## config.mk

```make
export PLATFORM = sky130hd
export DESIGN_NAME = ah_snoop_initiator_flat
export DESIGN_NICKNAME = d
export VERILOG_FILES = /design/src/rtl/ah_snoop_initiator_if.sv /design/src/rtl/ah_snoop_initiator.sv /design/src/flat_wrapper.sv
export SDC_FILE = /design/constraint.sdc
export NUM_CORES = 1
export LEC_CHECK = 0
export ABC_AREA = 1
export CAP_MARGIN = 0
export CORE_AREA = 2 2 112 114
export CTS_CLUSTER_DIAMETER = 40
export DETAILED_ROUTE_END_ITERATION = 10
export DIE_AREA = 0 0 114 116
export MAX_ROUTING_LAYER = met4
export PLACE_DENSITY = 0.94
export SETUP_SLACK_MARGIN = 0.1
export SLEW_MARGIN = 25
export SYNTH_ARGS = -nofsm -noshare
export SYNTH_HDL_FRONTEND = slang
export SYNTH_SLANG_ARGS = --single-unit
```

## constraint.sdc

```tcl
create_clock -name clk -period 2.7 [get_ports clk]
set_input_delay 0.54 -clock clk [delete_from_list [all_inputs] [get_ports clk]]
set_output_delay 0.54 -clock clk [all_outputs]
set_load 0.01 [all_outputs]
```

## src/rtl/ah_snoop_initiator_if.sv

```systemverilog
// Request, snoop and grant signals of the snoop initiator.
// master: the initiator itself; slave: upstream source, snoopable FIFO and downstream consumer.
interface ah_snoop_initiator_if #(
  parameter int DATA_W = 64
);
  logic [DATA_W-1:0] req_data;
  logic              req_valid;
  logic              req_ready;
  logic [DATA_W-1:0] sdata;
  logic              svalid;
  logic              smatch;
  logic [DATA_W-1:0] gnt_data;
  logic              gnt_valid;
  logic              gnt_err;
  logic              gnt_ready;

  modport master (
    input  req_data, req_valid, smatch, gnt_ready,
    output req_ready, sdata, svalid, gnt_data, gnt_valid, gnt_err
  );

  modport slave (
    output req_data, req_valid, smatch, gnt_ready,
    input  req_ready, sdata, svalid, gnt_data, gnt_valid, gnt_err
  );
endinterface

```

## src/rtl/ah_snoop_initiator.sv

```systemverilog
// Snoop initiator: holds one request, snoops the FIFO until clear (or retry limit), then grants it.
// Optional hit/forced-grant counters are enabled by defining AH_SNOOP_INIT_STATS_EN.
//
// state     | meaning
// ----------+-----------------------------------------------------------
// S_IDLE    | req_ready=1, waiting for an upstream request
// S_SNOOP   | svalid=1 for one cycle with the held word
// S_WAIT    | waiting SNOOP_LAT cycles for the smatch sample
// S_BACKOFF | idle BACKOFF_CYC cycles after a match, then re-snoop
// S_ISSUE   | gnt_valid=1 until gnt_ready
module ah_snoop_initiator #(
  parameter int DATA_W      = 64,
  parameter int SNOOP_LAT   = 0,
  parameter int BACKOFF_CYC = 4,
  parameter int MAX_RETRY   = 7
) (
  input  logic                 clk,
  input  logic                 rstn,
  ah_snoop_initiator_if.master bus
`ifdef AH_SNOOP_INIT_STATS_EN
  ,
  output logic [15:0]          stat_hits,
  output logic [15:0]          stat_forced
`endif
);

  localparam logic [2:0] S_IDLE    = 3'd0;
  localparam logic [2:0] S_SNOOP   = 3'd1;
  localparam logic [2:0] S_WAIT    = 3'd2;
  localparam logic [2:0] S_BACKOFF = 3'd3;
  localparam logic [2:0] S_ISSUE   = 3'd4;

  localparam int RW = (MAX_RETRY   < 1) ? 1 : $clog2(MAX_RETRY + 1);
  localparam int BW = (BACKOFF_CYC < 1) ? 1 : $clog2(BACKOFF_CYC + 1);

  localparam logic [RW-1:0] RETRY_MAX = RW'(MAX_RETRY);
  localparam logic [BW-1:0] BO_LOAD   = BW'(BACKOFF_CYC - 1);
  localparam logic [1:0]    WAIT_LOAD = (SNOOP_LAT > 0) ? 2'(SNOOP_LAT - 1) : 2'd0;

  logic [2:0]        state_q;
  logic [DATA_W-1:0] sdata_q;
  logic [DATA_W-1:0] gnt_data_q;
  logic              req_ready_q;
  logic              svalid_q;
  logic              gnt_valid_q;
  logic              gnt_err_q;
  logic [RW-1:0]     retry_q;
  logic [BW-1:0]     bo_q;
  logic [1:0]        wait_q;
  logic              sample_now;
  logic              retry_full;

  // smatch only matters in the single cycle SNOOP_LAT cycles after the svalid cycle
  always_comb begin
    sample_now = 1'b0;
    if (state_q == S_SNOOP && SNOOP_LAT == 0) sample_now = 1'b1;
    if (state_q == S_WAIT && wait_q == 2'd0)  sample_now = 1'b1;
  end

  assign retry_full = (retry_q == RETRY_MAX);

  always_ff @(posedge clk or negedge rstn) begin
    if (!rstn) begin
      state_q     <= S_IDLE;
      sdata_q     <= '0;
      gnt_data_q  <= '0;
      req_ready_q <= 1'b1;
      svalid_q    <= 1'b0;
      gnt_valid_q <= 1'b0;
      gnt_err_q   <= 1'b0;
      retry_q     <= '0;
      bo_q        <= '0;
      wait_q      <= '0;
    end else begin
      case (state_q)
        S_IDLE: begin
          if (bus.req_valid && req_ready_q) begin
            sdata_q     <= bus.req_data;
            retry_q     <= '0;
            svalid_q    <= 1'b1;
            req_ready_q <= 1'b0;
            state_q     <= S_SNOOP;
          end
        end
        S_SNOOP: begin
          svalid_q <= 1'b0;
          if (SNOOP_LAT != 0) begin
            wait_q  <= WAIT_LOAD;
            state_q <= S_WAIT;
          end
        end
        S_WAIT: begin
          if (wait_q != 2'd0) wait_q <= wait_q - 2'd1;
        end
        S_BACKOFF: begin
          if (bo_q == '0) begin
            svalid_q <= 1'b1;
            state_q  <= S_SNOOP;
          end else begin
            bo_q <= bo_q - BW'(1);
          end
        end
        S_ISSUE: begin
          if (bus.gnt_ready) begin
            gnt_valid_q <= 1'b0;
            gnt_err_q   <= 1'b0;
            req_ready_q <= 1'b1;
            state_q     <= S_IDLE;
          end
        end
        default: begin
          state_q     <= S_IDLE;
          req_ready_q <= 1'b1;
          svalid_q    <= 1'b0;
          gnt_valid_q <= 1'b0;
          gnt_err_q   <= 1'b0;
        end
      endcase

      // Result resolution overrides the SNOOP/WAIT next-state chosen above
      if (sample_now) begin
        if (!bus.smatch) begin
          gnt_valid_q <= 1'b1;
          gnt_data_q  <= sdata_q;
          gnt_err_q   <= 1'b0;
          state_q     <= S_ISSUE;
        end else if (!retry_full) begin
          retry_q <= retry_q + RW'(1);
          bo_q    <= BO_LOAD;
          state_q <= S_BACKOFF;
        end else begin
          gnt_valid_q <= 1'b1;
          gnt_data_q  <= sdata_q;
          gnt_err_q   <= 1'b1;
          state_q     <= S_ISSUE;
        end
      end
    end
  end

`ifdef AH_SNOOP_INIT_STATS_EN
  always_ff @(posedge clk or negedge rstn) begin
    if (!rstn) begin
      stat_hits   <= '0;
      stat_forced <= '0;
    end else begin
      if (sample_now && bus.smatch && stat_hits != 16'hFFFF)
        stat_hits <= stat_hits + 16'd1;
      if (sample_now && bus.smatch && retry_full && stat_forced != 16'hFFFF)
        stat_forced <= stat_forced + 16'd1;
    end
  end
`endif

  assign bus.req_ready = req_ready_q;
  assign bus.sdata     = sdata_q;
  assign bus.svalid    = svalid_q;
  assign bus.gnt_data  = gnt_data_q;
  assign bus.gnt_valid = gnt_valid_q;
  assign bus.gnt_err   = gnt_err_q;

endmodule
```

## src/flat_wrapper.sv

```systemverilog
// flat-port wrapper written by rule: the top's interface ports become plain ports
module ah_snoop_initiator_flat 
#(
  parameter int DATA_W      = 64,
  parameter int SNOOP_LAT   = 0,
  parameter int BACKOFF_CYC = 4,
  parameter int MAX_RETRY   = 7
)
  (clk, rstn, bus_req_data, bus_req_valid, bus_smatch, bus_gnt_ready, bus_req_ready, bus_sdata, bus_svalid, bus_gnt_data, bus_gnt_valid, bus_gnt_err);
  ah_snoop_initiator_if #(.DATA_W(DATA_W)) bus_i ();
  input  logic clk;
  input  logic rstn;
  input wire logic [$bits(bus_i.req_data)-1:0] bus_req_data;
  input wire logic [$bits(bus_i.req_valid)-1:0] bus_req_valid;
  input wire logic [$bits(bus_i.smatch)-1:0] bus_smatch;
  input wire logic [$bits(bus_i.gnt_ready)-1:0] bus_gnt_ready;
  output wire logic [$bits(bus_i.req_ready)-1:0] bus_req_ready;
  output wire logic [$bits(bus_i.sdata)-1:0] bus_sdata;
  output wire logic [$bits(bus_i.svalid)-1:0] bus_svalid;
  output wire logic [$bits(bus_i.gnt_data)-1:0] bus_gnt_data;
  output wire logic [$bits(bus_i.gnt_valid)-1:0] bus_gnt_valid;
  output wire logic [$bits(bus_i.gnt_err)-1:0] bus_gnt_err;
  assign bus_i.req_data = bus_req_data;
  assign bus_i.req_valid = bus_req_valid;
  assign bus_i.smatch = bus_smatch;
  assign bus_i.gnt_ready = bus_gnt_ready;
  assign bus_req_ready = bus_i.req_ready;
  assign bus_sdata = bus_i.sdata;
  assign bus_svalid = bus_i.svalid;
  assign bus_gnt_data = bus_i.gnt_data;
  assign bus_gnt_valid = bus_i.gnt_valid;
  assign bus_gnt_err = bus_i.gnt_err;
  ah_snoop_initiator #(.DATA_W(DATA_W), .SNOOP_LAT(SNOOP_LAT), .BACKOFF_CYC(BACKOFF_CYC), .MAX_RETRY(MAX_RETRY)) u_core (.clk(clk), .rstn(rstn), .bus(bus_i));
endmodule
```

Word-level counts from Yosys, hierarchy flattened
Index checks and enable logic that the tools add are counted.
W data, S select, Z words.
{ "totals": {"reg_bits": 143, "in_bits": 69} }
{ "classes": {"add_sub_neg": 3, "eq_ne": 13, "muxes": 37, "bitwise": 2, "n_reduce_logical": 16} }
{ "ops": {"columns": ["cell", "n"], "rows": [
  ["$mux W64", 2],
  ["$mux W3", 16],
  ["$mux W1", 14],
  ["$pmux W3 S4", 1],
  ["$ne A2 B1 Y1 const B", 4],
  ["$eq A3 B2 Y1 const B", 2],
  ["$eq A3 B3 Y1 const B", 2],
  ["$logic_not A3 Y1", 2],
  ["$ne A3 B1 Y1 const B", 2],
  ["$pmux W1 S3", 2],
  ["$reduce_and A2 Y1", 3],
  ["$reduce_and A3 Y1", 2],
  ["$pmux W1 S2", 2],
  ["$reduce_and A4 Y1", 1],
  ["$reduce_or A2 Y1", 2],
  ["$reduce_or A4 Y1", 1],
  ["$add A3 B1 Y3 const B", 1],
  ["$eq A3 B1 Y1 const B", 1],
  ["$ne A3 B2 Y1 const B", 1],
  ["$reduce_or A3 Y1", 1],
  ["$sub A3 B1 Y3 const B", 1],
  ["$logic_and A1 B1 Y1", 2],
  ["$logic_not A2 Y1", 1],
  ["$ne A2 B2 Y1 const B", 1],
  ["other kinds (3)", 4]
]} }

Logic depth before layout (Yosys ltp)
{ "depth": {"depth_word": 6, "depth_mapped": 11, "depth_no_buf": 9} }

Least setup slack after synthesis
Ideal clock, no wire load.
{ "synth_timing": {"path_type": "reg-to-reg", "startpoint": "register u_core.retry_q[0]", "endpoint": "register u_core.gnt_data_q[10] (netlist: u_core.bus.gnt_data[10])", "arrival_time_ns": 1.453, "required_ns": 2.583, "slack_ns": 1.130, "stages_incl_launch_ff": 9, "n_path_buf": 2, "synth_period_minus_slack_ns": 1.570, "path_cell_list": "dfrtp_1 -> ha_1 -> ha_1 -> nor2_1 -> inv_1 -> clkbuf_1 -> clkbuf_1 -> nand3_1 -> nand2_1"} }
{ "synth_via": {"elab_chain_cells": 3} }
{ "synth_rtl": {"columns": ["item", "line", "text"], "rows": [
  ["from (decl)", "ah_snoop_initiator.sv:47", "logic [RW-1:0] retry_q;"],
  ["from (signal assigned)", "ah_snoop_initiator.sv:128", "retry_q <= retry_q + RW'(1);"],
  ["$eq A3 B3 Y1", "ah_snoop_initiator.sv:60", "assign retry_full = (retry_q == RETRY_MAX);"],
  ["$ne A2 B1 Y1 (no line)", null, null],
  ["$reduce_and A2 Y1 (no line)", null, null],
  ["to (signal assigned)", "ah_snoop_initiator.sv:124", "gnt_data_q <= sdata_q;"],
  ["to (signal assigned)", "ah_snoop_initiator.sv:133", "gnt_data_q <= sdata_q;"],
  ["to (decl)", "ah_snoop_initiator.sv:42", "logic [DATA_W-1:0] gnt_data_q;"]
]} }
Every way passes these cells.
A chain may end at the register's enable or synchronous reset.

Worst setup path after layout
{ "layout_timing": {"startpoint": "register u_core.req_ready_q (netlist: u_core.bus.req_ready)", "endpoint": "output port bus_req_ready"} }
{ "layout_lines": {"columns": ["item", "line", "text"], "rows": [
  ["from (decl)", "ah_snoop_initiator.sv:43", "logic req_ready_q;"],
  ["from (signal assigned)", "ah_snoop_initiator.sv:67", "req_ready_q <= 1'b1;"],
  ["from (signal assigned)", "ah_snoop_initiator.sv:81", "req_ready_q <= 1'b0;"],
  ["from (signal assigned)", "ah_snoop_initiator.sv:107", "req_ready_q <= 1'b1;"],
  ["to (decl)", "flat_wrapper.sv:17", "output wire logic [$bits(bus_i.req_ready)-1:0] bus_req_ready;"]
]} }
No word-level cell between the ends.

==> run_results.csv <==
group,metric,value,unit
status,outcome,"finished clean",
route,wl,15.55,mm
die,initial_core_util,48.11,%
clock_tree,cts-resized-gates,0,
route,post-route-drc-count,0,
timing,worstMarginPinSlew,0.5135,ns
timing,relSlewSlack,65.77,%
die,core_area,11910,µm²
critical_path,reg2reg_depth,8,
critical_path,max_stage_delay,0.57,ns
finish,final_common_cell,"nand2_1",
critical_path,cp.buffers_inverters,1,
clock_tree,post-cts-setup-buffers,0,
critical_path,arrival,1.53,ns
synthesis,synthAdderAreaFrac,1.092,%
worst_hold_path,worstHoldPathType,"input pin to async pin",
critical_path,path_max_fanout,4,
critical_path,r2r_end,"u_core.bus.gnt_data[21]",
timing,fmax,483.8,MHz
critical_path,slowest_stage,"dfstp_2",
synthesis,synth-seq-cells,143,
die,std_cell_rows,40,
synthesis,synthArstFlopShare,100.0,%
synthesis,synth_area,5730,µm²
die,die_w,114,µm
clock_tree,cts_tree,"yes",
route,dr.pass1.iters,4,
synthesis,synth-xor-area-share,0.1528,%
global_routing,grt_pass1_wl,24.58,mm
synthesis,synthesis.nets,722,
die,fp.dieArea,13220,µm²
critical_path,rr_startpoint,"u_core.retry_q[0]",
synthesis,ys_seq_area_share,62.47,%
power,peakVddDrop,0.0006701,V
global_routing,antenna_found_initial,1,
clock_tree,clock_latency,0.41,ns
timing,finClkSkew,0.007923,ns
clock_tree,cts-root-buf,"clkbuf_16",
finish,final_nets,917,
synthesis,synth_compound_area_share,0.9170,%
timing,maxSlewViolCount,0,
synthesis,yosys.area_share.simple,30.48,%
synthesis,synth_flop_cell,"dfrtp_1",
critical_path,path_cells,"clkdlybuf4s50_1",
clock_tree,htree_levels,4,
timing,tns,0,ns
die,chipHeight,116,µm
synthesis,yosys_warnings,0,
clock_tree,holdBufCountCts,0,
clock_tree,clockBufferDepth,2,
synthesis,yosys-top-cells-area,"dfrtp_1 62%, nand2_1 23%, nand3_1 6.4%",
route,drtAntennaViolNets,0,
synthesis,synth_top_family_by_area,"simple AND/OR/NAND/NOR gates",
timing,grt_setup_unrepaired,"false",
synthesis,synth-edff-count,0,
synthesis,synthDominantCellAreaShare,62.01,%
power,p_per_area,1238,nW/µm²
power,leakage,4.277,nW
power,power.total,0.01043,W
timing,finalWorstSetupSlack,0.6328,ns
finish,area_delta_synth_final,47.01,%
critical_path,reg2reg_slack,0.69,ns
critical_path,crit_required,2.16,ns
global_routing,grt_max_degree,68,
synthesis,ys_types,20,
clock_tree,cts_num_sinks,143,
route,drtIter0Drc,420,
critical_path,crit_path_end_kind,"output pin",
global_routing,first_global_vias,4959,
synthesis,synthMuxAreaShare,0,%
route,post_drt_wl_per_cell,15.49,µm
placed_design,gp_congestion,0.8340,
timing,period_needed,2.067,ns
finish,drive_gt1_share,5.841,%
timing,finalCritPeriodShare,76.56,%
job,max_cap_viol_count,0,
critical_path,start_kind,"flip-flop",
synthesis,yosysTopAreaCell,"dfrtp_1",
global_routing,track_usage,24.82,%
placed_design,dpl_cell_area,7816,µm²
clock_tree,cts.clk_slew.worst_paths,0.06,ns
clock_tree,cts_made_buffers,17,
synthesis,synth.avg_cell_area,8.843,µm²
die,ios,201,
placed_design,port_buffers,200,
placed_design,dp_cells,971,
route,num_vias,5067,
timing,hold_viol_final,0,
placed_design,post-place-ws,0.3827,ns
critical_path,criticalPathCategory,"flip-flop to output pin",
finish,final_cell_mix,"354 x nand2_1, 199 x clkdlybuf4s50_1, 142 x dfrtp_1",
synthesis,synthCells,648,
global_routing,grt_remaining_overflow,0,
timing,setup_viol,0,
route,viasPerCell,5.047,
finish,final_area,8424,µm²
critical_path,critPathTopFamily,"flip-flops",
placed_design,hpwl,10.25,mm
finish,final_cells,1004,
flip-flops by register name (all words and copies together) (netlist names):
signal / flops
u_core.bus.gnt_valid: 1
u_core.state_q: 3
u_core.bus.req_ready: 1
u_core.retry_q: 3
u_core.bo_q: 3
u_core.bus.svalid: 1
u_core.bus.gnt_err: 1
u_core.bus.sdata: 64
u_core.bus.gnt_data: 64
u_core.wait_q: 2
stage by stage:
stage / util, % / hold slack, ns
global placement: 65.62 / 0.4536
global route: 70.72 / 0.1142
floorplan: - / 0.2444
finish: 70.72 / 0.09341
detailed placement: 65.62 / 0.4571
CTS: 70.70 / 0.08905
final cells by class:
cell class | instances | area (µm²)
fill | 861 | 3487
multi-input combinational | 454 | 1882
sequential | 143 | 3580
inverter | 16 | 60.06
timing repair buffer | 211 | 2111
tap | 147 | 183.9
clock inverter | 13 | 162.7
antenna | 1 | 2.502
clock buffer | 19 | 442.9
how the worst max path moves through the flow:
| stage | start | to | slack [ns] | depth (start not counted) |
|---|---|---|---|---|
| floorplan | u_core.retry_q[0] | u_core.bus.gnt_data[10] | 1.13 | 8 |
| global placement | bus_smatch | u_core.bus.gnt_data[38] | 0.46 | 7 |
| detailed placement | bus_smatch | u_core.bus.gnt_data[9] | 0.38 | 7 |
| CTS | u_core.bus.req_ready | bus_req_ready | 0.61 | 1 |
| global route | u_core.retry_q[0] | u_core.bus.gnt_data[9] | 0.50 | 8 |
| finish | u_core.bus.req_ready | bus_req_ready | 0.63 | 1 |
cells in the mapped netlist (2+ instances only):
| library cell | n |
|---|---|
| nand2_1 | 355 |
| dfrtp_1 | 142 |
| nand3_1 | 73 |
| inv_1 | 14 |
| buf_4 | 13 |
| clkbuf_1 | 12 |
| nor2_1 | 8 |
| a21oi_1 | 5 |
| buf_2 | 5 |
| ha_1 | 5 |
| buf_6 | 4 |
| o21ai_0 | 3 |
| inv_2 | 2 |
per-layer routing:
layer | global-route usage [%] | vias up | routed length (µm)
li1 | - | 2410 | -
met1 | 30.33 | 2426 | 6362
met2 | 39.88 | 205 | 7804
met3 | 7.113 | 26 | 1082
met4 | 8.618 | 0 | 302
met5 | - | - | 0
report_power, final:
part	total, W	internal, W	switching (W)
Sequential	0.00375	0.00307	0.000677
Combinational	0.00431	0.00211	0.00220
Clock	0.00237	0.00148	0.000890
Total	0.0104	0.00666	0.00377
logic make-up after synthesis:
| logic type | after synthesis |
|---|---|
| simple gates | 438 |
| xor+xnor | 1 |
| compound gates | 10 |
| buf+inv | 51 |
| flops | 143 |
| fa+ha+maj | 5 |
Note: power is estimated with default switching activity, not from simulation.
==> edit 1 (same flow settings) <==
`SNOOP_LAT` is set to 0 in 2 places; all go to 1.
--- a/src/rtl/ah_snoop_initiator.sv
+++ b/src/rtl/ah_snoop_initiator.sv
@@ -12,3 +12,3 @@
   parameter int DATA_W      = 64,
-  parameter int SNOOP_LAT   = 0,
+  parameter int SNOOP_LAT   = 1,
   parameter int BACKOFF_CYC = 4,
--- a/src/flat_wrapper.sv
+++ b/src/flat_wrapper.sv
@@ -4,3 +4,3 @@
   parameter int DATA_W      = 64,
-  parameter int SNOOP_LAT   = 0,
+  parameter int SNOOP_LAT   = 1,
   parameter int BACKOFF_CYC = 4,
Check against the original RTL: not equivalent (Yosys sat finds a counterexample within 4 cycles, from zero or initial values and one cycle with rstn low).
==> edit 1 against the original RTL <==
Highest routed layer unchanged; setup slack worse by 0.0040 ns; first-iteration DRC count fell by 7.6%; synthesized cell count fell by 6.6%; synthesized area increased by 0.33%; register-to-register slack gained 0.19 ns; core utilization is 0.19 points lower; non-clock buffer count is 3 lower; final area decreased by 0.27%; clock power is 5% lower; power decreased by 1.1%; fmax fell by 0.19%; routed wire length decreased by 7.2%; sequential share of layout area rose by 0.11 points; sequential cell count unchanged.
==> edit 1: results <==
set metrics [dict create \
    cts-root-buf "clkbuf_16" \
    drt-total-wl_mm 14.4 \
    grt.total_usage 0.233 \
    drive_above_1_share 0.0726 \
    regToRegStartpoint "u_core.state_q[2]$_DFFE_PN0P_" \
    p_leak_nw 4.18 \
    cp.arrival_ns 1.53 \
    post_cts_resized 0 \
    netlist_top_cells_count "nand2_1 (151), dfrtp_1 (142), inv_1 (76)" \
    antenna_found_initial 0 \
    yosysUniqueCellTypes 26 \
    fin_nets 875 \
    grt_pass1_wl_mm 22.9 \
    grt_max_degree 73 \
    hold_slack_ns 0.0632 \
    async_reset_ff_frac 1.00 \
    rrSetupSlack_ns 0.88 \
    fillCellCount 870 \
    tightest_slew_ns 0.558 \
    antenna_cells 0 \
    syn_nets 679 \
    vias 4819 \
    drtIter0Drc 388 \
    yosys.area_share.xor_xnor 0.00152 \
    grt_pass1_vias 4697 \
    synth-warning-count 0 \
    rr_endpoint "u_core.state_q[0]$_DFFE_PN0P_" \
    finClkSkew_ns 0.00557 \
    cp_max_fo 4 \
    synth_area_leaders "dfrtp_1 (62%), nand2_1 (9.9%), inv_1 (5.0%)" \
    clock_path_buffers 2 \
    routabilityCongestion 0.803 \
    status "complete, no violations" \
    yosys.area_share.adder 0.0109 \
    irDropWorstVdd_mv 0.654 \
    synth_compound_area_frac 0.105 \
    dp_worst_setup_slack_ns 0.709 \
    dp_hpwl_mm 10.1 \
    synth_seq_area_share 0.623 \
    crit_path_max_incr_delay_ns 0.57 \
]
-- edit 1: power by group --
part | switching [W] | internal, W | leakage [nW]
clock network | 0.000826 | 0.00142 | 0.277
logic | 0.00211 | 0.00220 | 2.19
registers | 0.000633 | 0.00311 | 1.71
-- edit 1: cell families after synthesis --
family	Yosys count
compound gates	108
xor+xnor	1
fa+ha+maj	5
buf+inv	109
flops	143
simple gates	239
-- edit 1: how the worst max path moves through the flow --
stage	end	startpoint	cells after the start	slack, ns
floorplan	u_core.bus.gnt_data[53]$_DFFE_PN0P_	u_core.retry_q[0]$_DFF_PN0_	8	1.20
global placement	u_core.bus.gnt_data[32]$_DFFE_PN0P_	bus_smatch	6	0.77
detailed placement	u_core.bus.gnt_data[28]$_DFFE_PN0P_	bus_smatch	6	0.71
CTS	bus_req_ready	u_core.bus.req_ready$_DFFE_PN1P_	1	0.61
global route	bus_req_ready	u_core.bus.req_ready$_DFFE_PN1P_	1	0.58
finish	bus_req_ready	u_core.bus.req_ready$_DFFE_PN1P_	1	0.63
-- edit 1: metrics by stage --
step,cell area [um^2],utilization,cells
finish,8400,0.705,960
global route,8400,0.705,960
floorplan,5750,-,605
CTS,8400,0.705,960
detailed placement,7830,0.658,929
global placement,7830,0.658,929
-- edit 1: metal layers --
metal,part of all wire,global-route usage,vias up
met5,0,-,-
met4,0.018,0.0911,0
met3,0.077,0.0717,23
met2,0.50,0.388,206
met1,0.40,0.264,2292
li1,-,-,2298
-- edit 1: area by class of cell --
cell class / instances / area share
clock buffer: 25 / 0.0578
multi-input combinational: 353 / 0.200
clock inverter: 6 / 0.00983
sequential: 143 / 0.426
inverter: 78 / 0.0348
timing repair buffer: 208 / 0.250
tap: 147 / 0.0219
-- edit 1: worst reg2reg max path, cell delays in order (launching register included) --
cell and delay (ns):
dfrtp_1 0.44, inv_2 0.15, nand3_2 0.12, nor2_4 0.15, buf_4 0.33, nand3_1 0.31, nand2_1 0.15, nand2_1 0.06
nand2_1 0.05
==> edit 2 (config.mk and constraints unchanged) <==
Without the edit above. `MAX_RETRY` is set to 7 in 2 places; all go to 6.
--- a/src/rtl/ah_snoop_initiator.sv
+++ b/src/rtl/ah_snoop_initiator.sv
@@ -14,3 +14,3 @@
   parameter int BACKOFF_CYC = 4,
-  parameter int MAX_RETRY   = 7
+  parameter int MAX_RETRY   = 6
 ) (
--- a/src/flat_wrapper.sv
+++ b/src/flat_wrapper.sv
@@ -6,3 +6,3 @@
   parameter int BACKOFF_CYC = 4,
-  parameter int MAX_RETRY   = 7
+  parameter int MAX_RETRY   = 6
 )
Check against the original RTL: no difference found for any inputs over 4 cycles, from zero or initial values and one cycle with rstn low; that may be too few to reach the edited logic, so the function may still have changed.
==> edit 2 against the original RTL <==
Setup slack better by 0.050 ns; routed wire length rose by 1.7%; power shrank 0.62%; sequential cell count unchanged; largest power group unchanged; register-to-register slack better by 0.12 ns; synthesized area up 1.6%; critical path depth unchanged; final cell count increased by 1.0%; final area grew 0.33%; first-iteration DRC count down 36%; fmax grew 2.5%; critical endpoint unchanged; highest routed layer unchanged; synthesized cell count is 1.5% higher; global-route usage up 0.37 points.
==> edit 2: results <==
set metrics [dict create \
    status "complete, no violations" \
    drive_above_1_share 0.0589 \
    antenna_found_initial 1 \
    setup_ws_ns 0.683 \
    ys.flop_type "dfrtp_1" \
    clk_pin_slew_worst_paths_ns 0.06 \
    grt_pass1_wl_mm 25.0 \
    hold_slack_ns 0.0751 \
    synth_area_leaders "dfrtp_1 (61%), nand2_1 (23%), nand3_1 (6.2%)" \
    drtIter0Drc 267 \
    fillCellCount 888 \
    critical_path.top_delay_family "flip-flops" \
    dp_hpwl_mm 10.5 \
    grt_pass1_vias 5221 \
    htreeDepth 4 \
    irDropWorstVdd_mv 0.618 \
    finClkSkew_ns 0.00868 \
    drt-total-wl_mm 15.8 \
    vias_per_cell 5.08 \
    grt_max_degree 67 \
    crit_path_max_incr_delay_ns 0.55 \
    cp_slowest_cell "dfstp_2" \
    grt.total_usage 0.252 \
    synth-warning-count 0 \
    cp.arrival_ns 1.48 \
    io_buffers 200 \
    cts_setup_buffers 0 \
    synth_seq_area_share 0.615 \
    yosysUniqueCellTypes 24 \
    fin_nets 927 \
    routabilityCongestion 0.797 \
    regToRegStartpoint "u_core.wait_q[0]$_DFFE_PN0P_" \
    hold_path.class "input pin to asynchronous set/reset pin" \
    insertion_delay_ns 0.41 \
    p_leak_nw 4.29 \
    rrSetupSlack_ns 0.81 \
    clock_path_buffers 2 \
    syn_nets 732 \
    startpoint "u_core.bus.req_ready$_DFFE_PN1P_" \
    dp_worst_setup_slack_ns 0.495 \
    cp_max_fo 3 \
    async_reset_ff_frac 1.00 \
    cts-root-buf "clkbuf_16" \
    place_area_mm2 0.00788 \
    cts_inserted_buffers 17 \
    tightest_slew_ns 0.502 \
    dr.pass1.iters 8 \
    netlist_top_cells_count "nand2_1 (357), dfrtp_1 (142), nand3_1 (72)" \
    post_cts_resized 0 \
]
## edit 2: cell count changes after synthesis, sizes merged
| cell | before | now |
|---|---|---|
| nand2 | 355 | 359 |
| or2 | 0 | 1 |
| nand3b | 0 | 1 |
| xor2 | 1 | 2 |
| clkbuf | 13 | 4 |
| o21ai | 4 | 3 |
| inv | 16 | 20 |
| buf | 22 | 31 |
## edit 2: final timing paths
| kind | endpoint | depth (start not counted) |
|---|---|---|
| max | bus_req_ready | 1 |
| min | u_core.bus.gnt_data[37]$_DFFE_PN0P_ | 1 |
| max reg2reg | u_core.bus.gnt_data[48]$_DFFE_PN0P_ | 10 |
| min reg2reg | u_core.bus.gnt_data[41]$_DFFE_PN0P_ | 2 |
| max in group asynchronous | u_core.bus.sdata[19]$_DFFE_PN0P_ | 2 |
| min in group clk | u_core.bus.gnt_data[41]$_DFFE_PN0P_ | 2 |
## edit 2: through the flow
stage,std cells,util
2_1_floorplan,658,-
3_3_place_gp,981,0.661
3_5_place_dp,981,0.661
4_1_cts,1013,0.709
5_1_grt,1014,0.710
6_report,1014,0.710
## edit 2: per-layer routing
layer	wire length, um	GRT usage	part of all wire	up-vias
met1	6260	0.291	0.40	2485
li1	-	-	-	2432
met4	395	0.115	0.025	0
met2	8070	0.416	0.51	201
met3	1080	0.0649	0.068	32
met5	0	-	0	-
## edit 2: area by class of cell
cell class              instances  area, um^2  share of cell area
inverters                      20        75.1             0.00888
clock inverters                12         138              0.0163
clock buffers                  20         437              0.0517
repair buffers                211        2120               0.251
diodes                          1        2.50            0.000296
multi-input cells             460        1910               0.226
well taps                     147         184              0.0218
flip-flops and latches        143        3580               0.424
## edit 2: cells by family after synthesis
kind of cell,count (synthesis),synth area share
AOI/OAI and AO/OA,9,0.00881
and+or+nand+nor,444,0.306
buffers and inverters,55,0.0572
adders and majority gates,5,0.0107
xor gates and xnor gates,2,0.00301
DFF,143,0.615
## edit 2: where the power goes
group	switching (W)	internal, W
combinational	0.00223	0.00213
clock	0.000901	0.00136
sequential	0.000675	0.00306
total	0.00380	0.00656
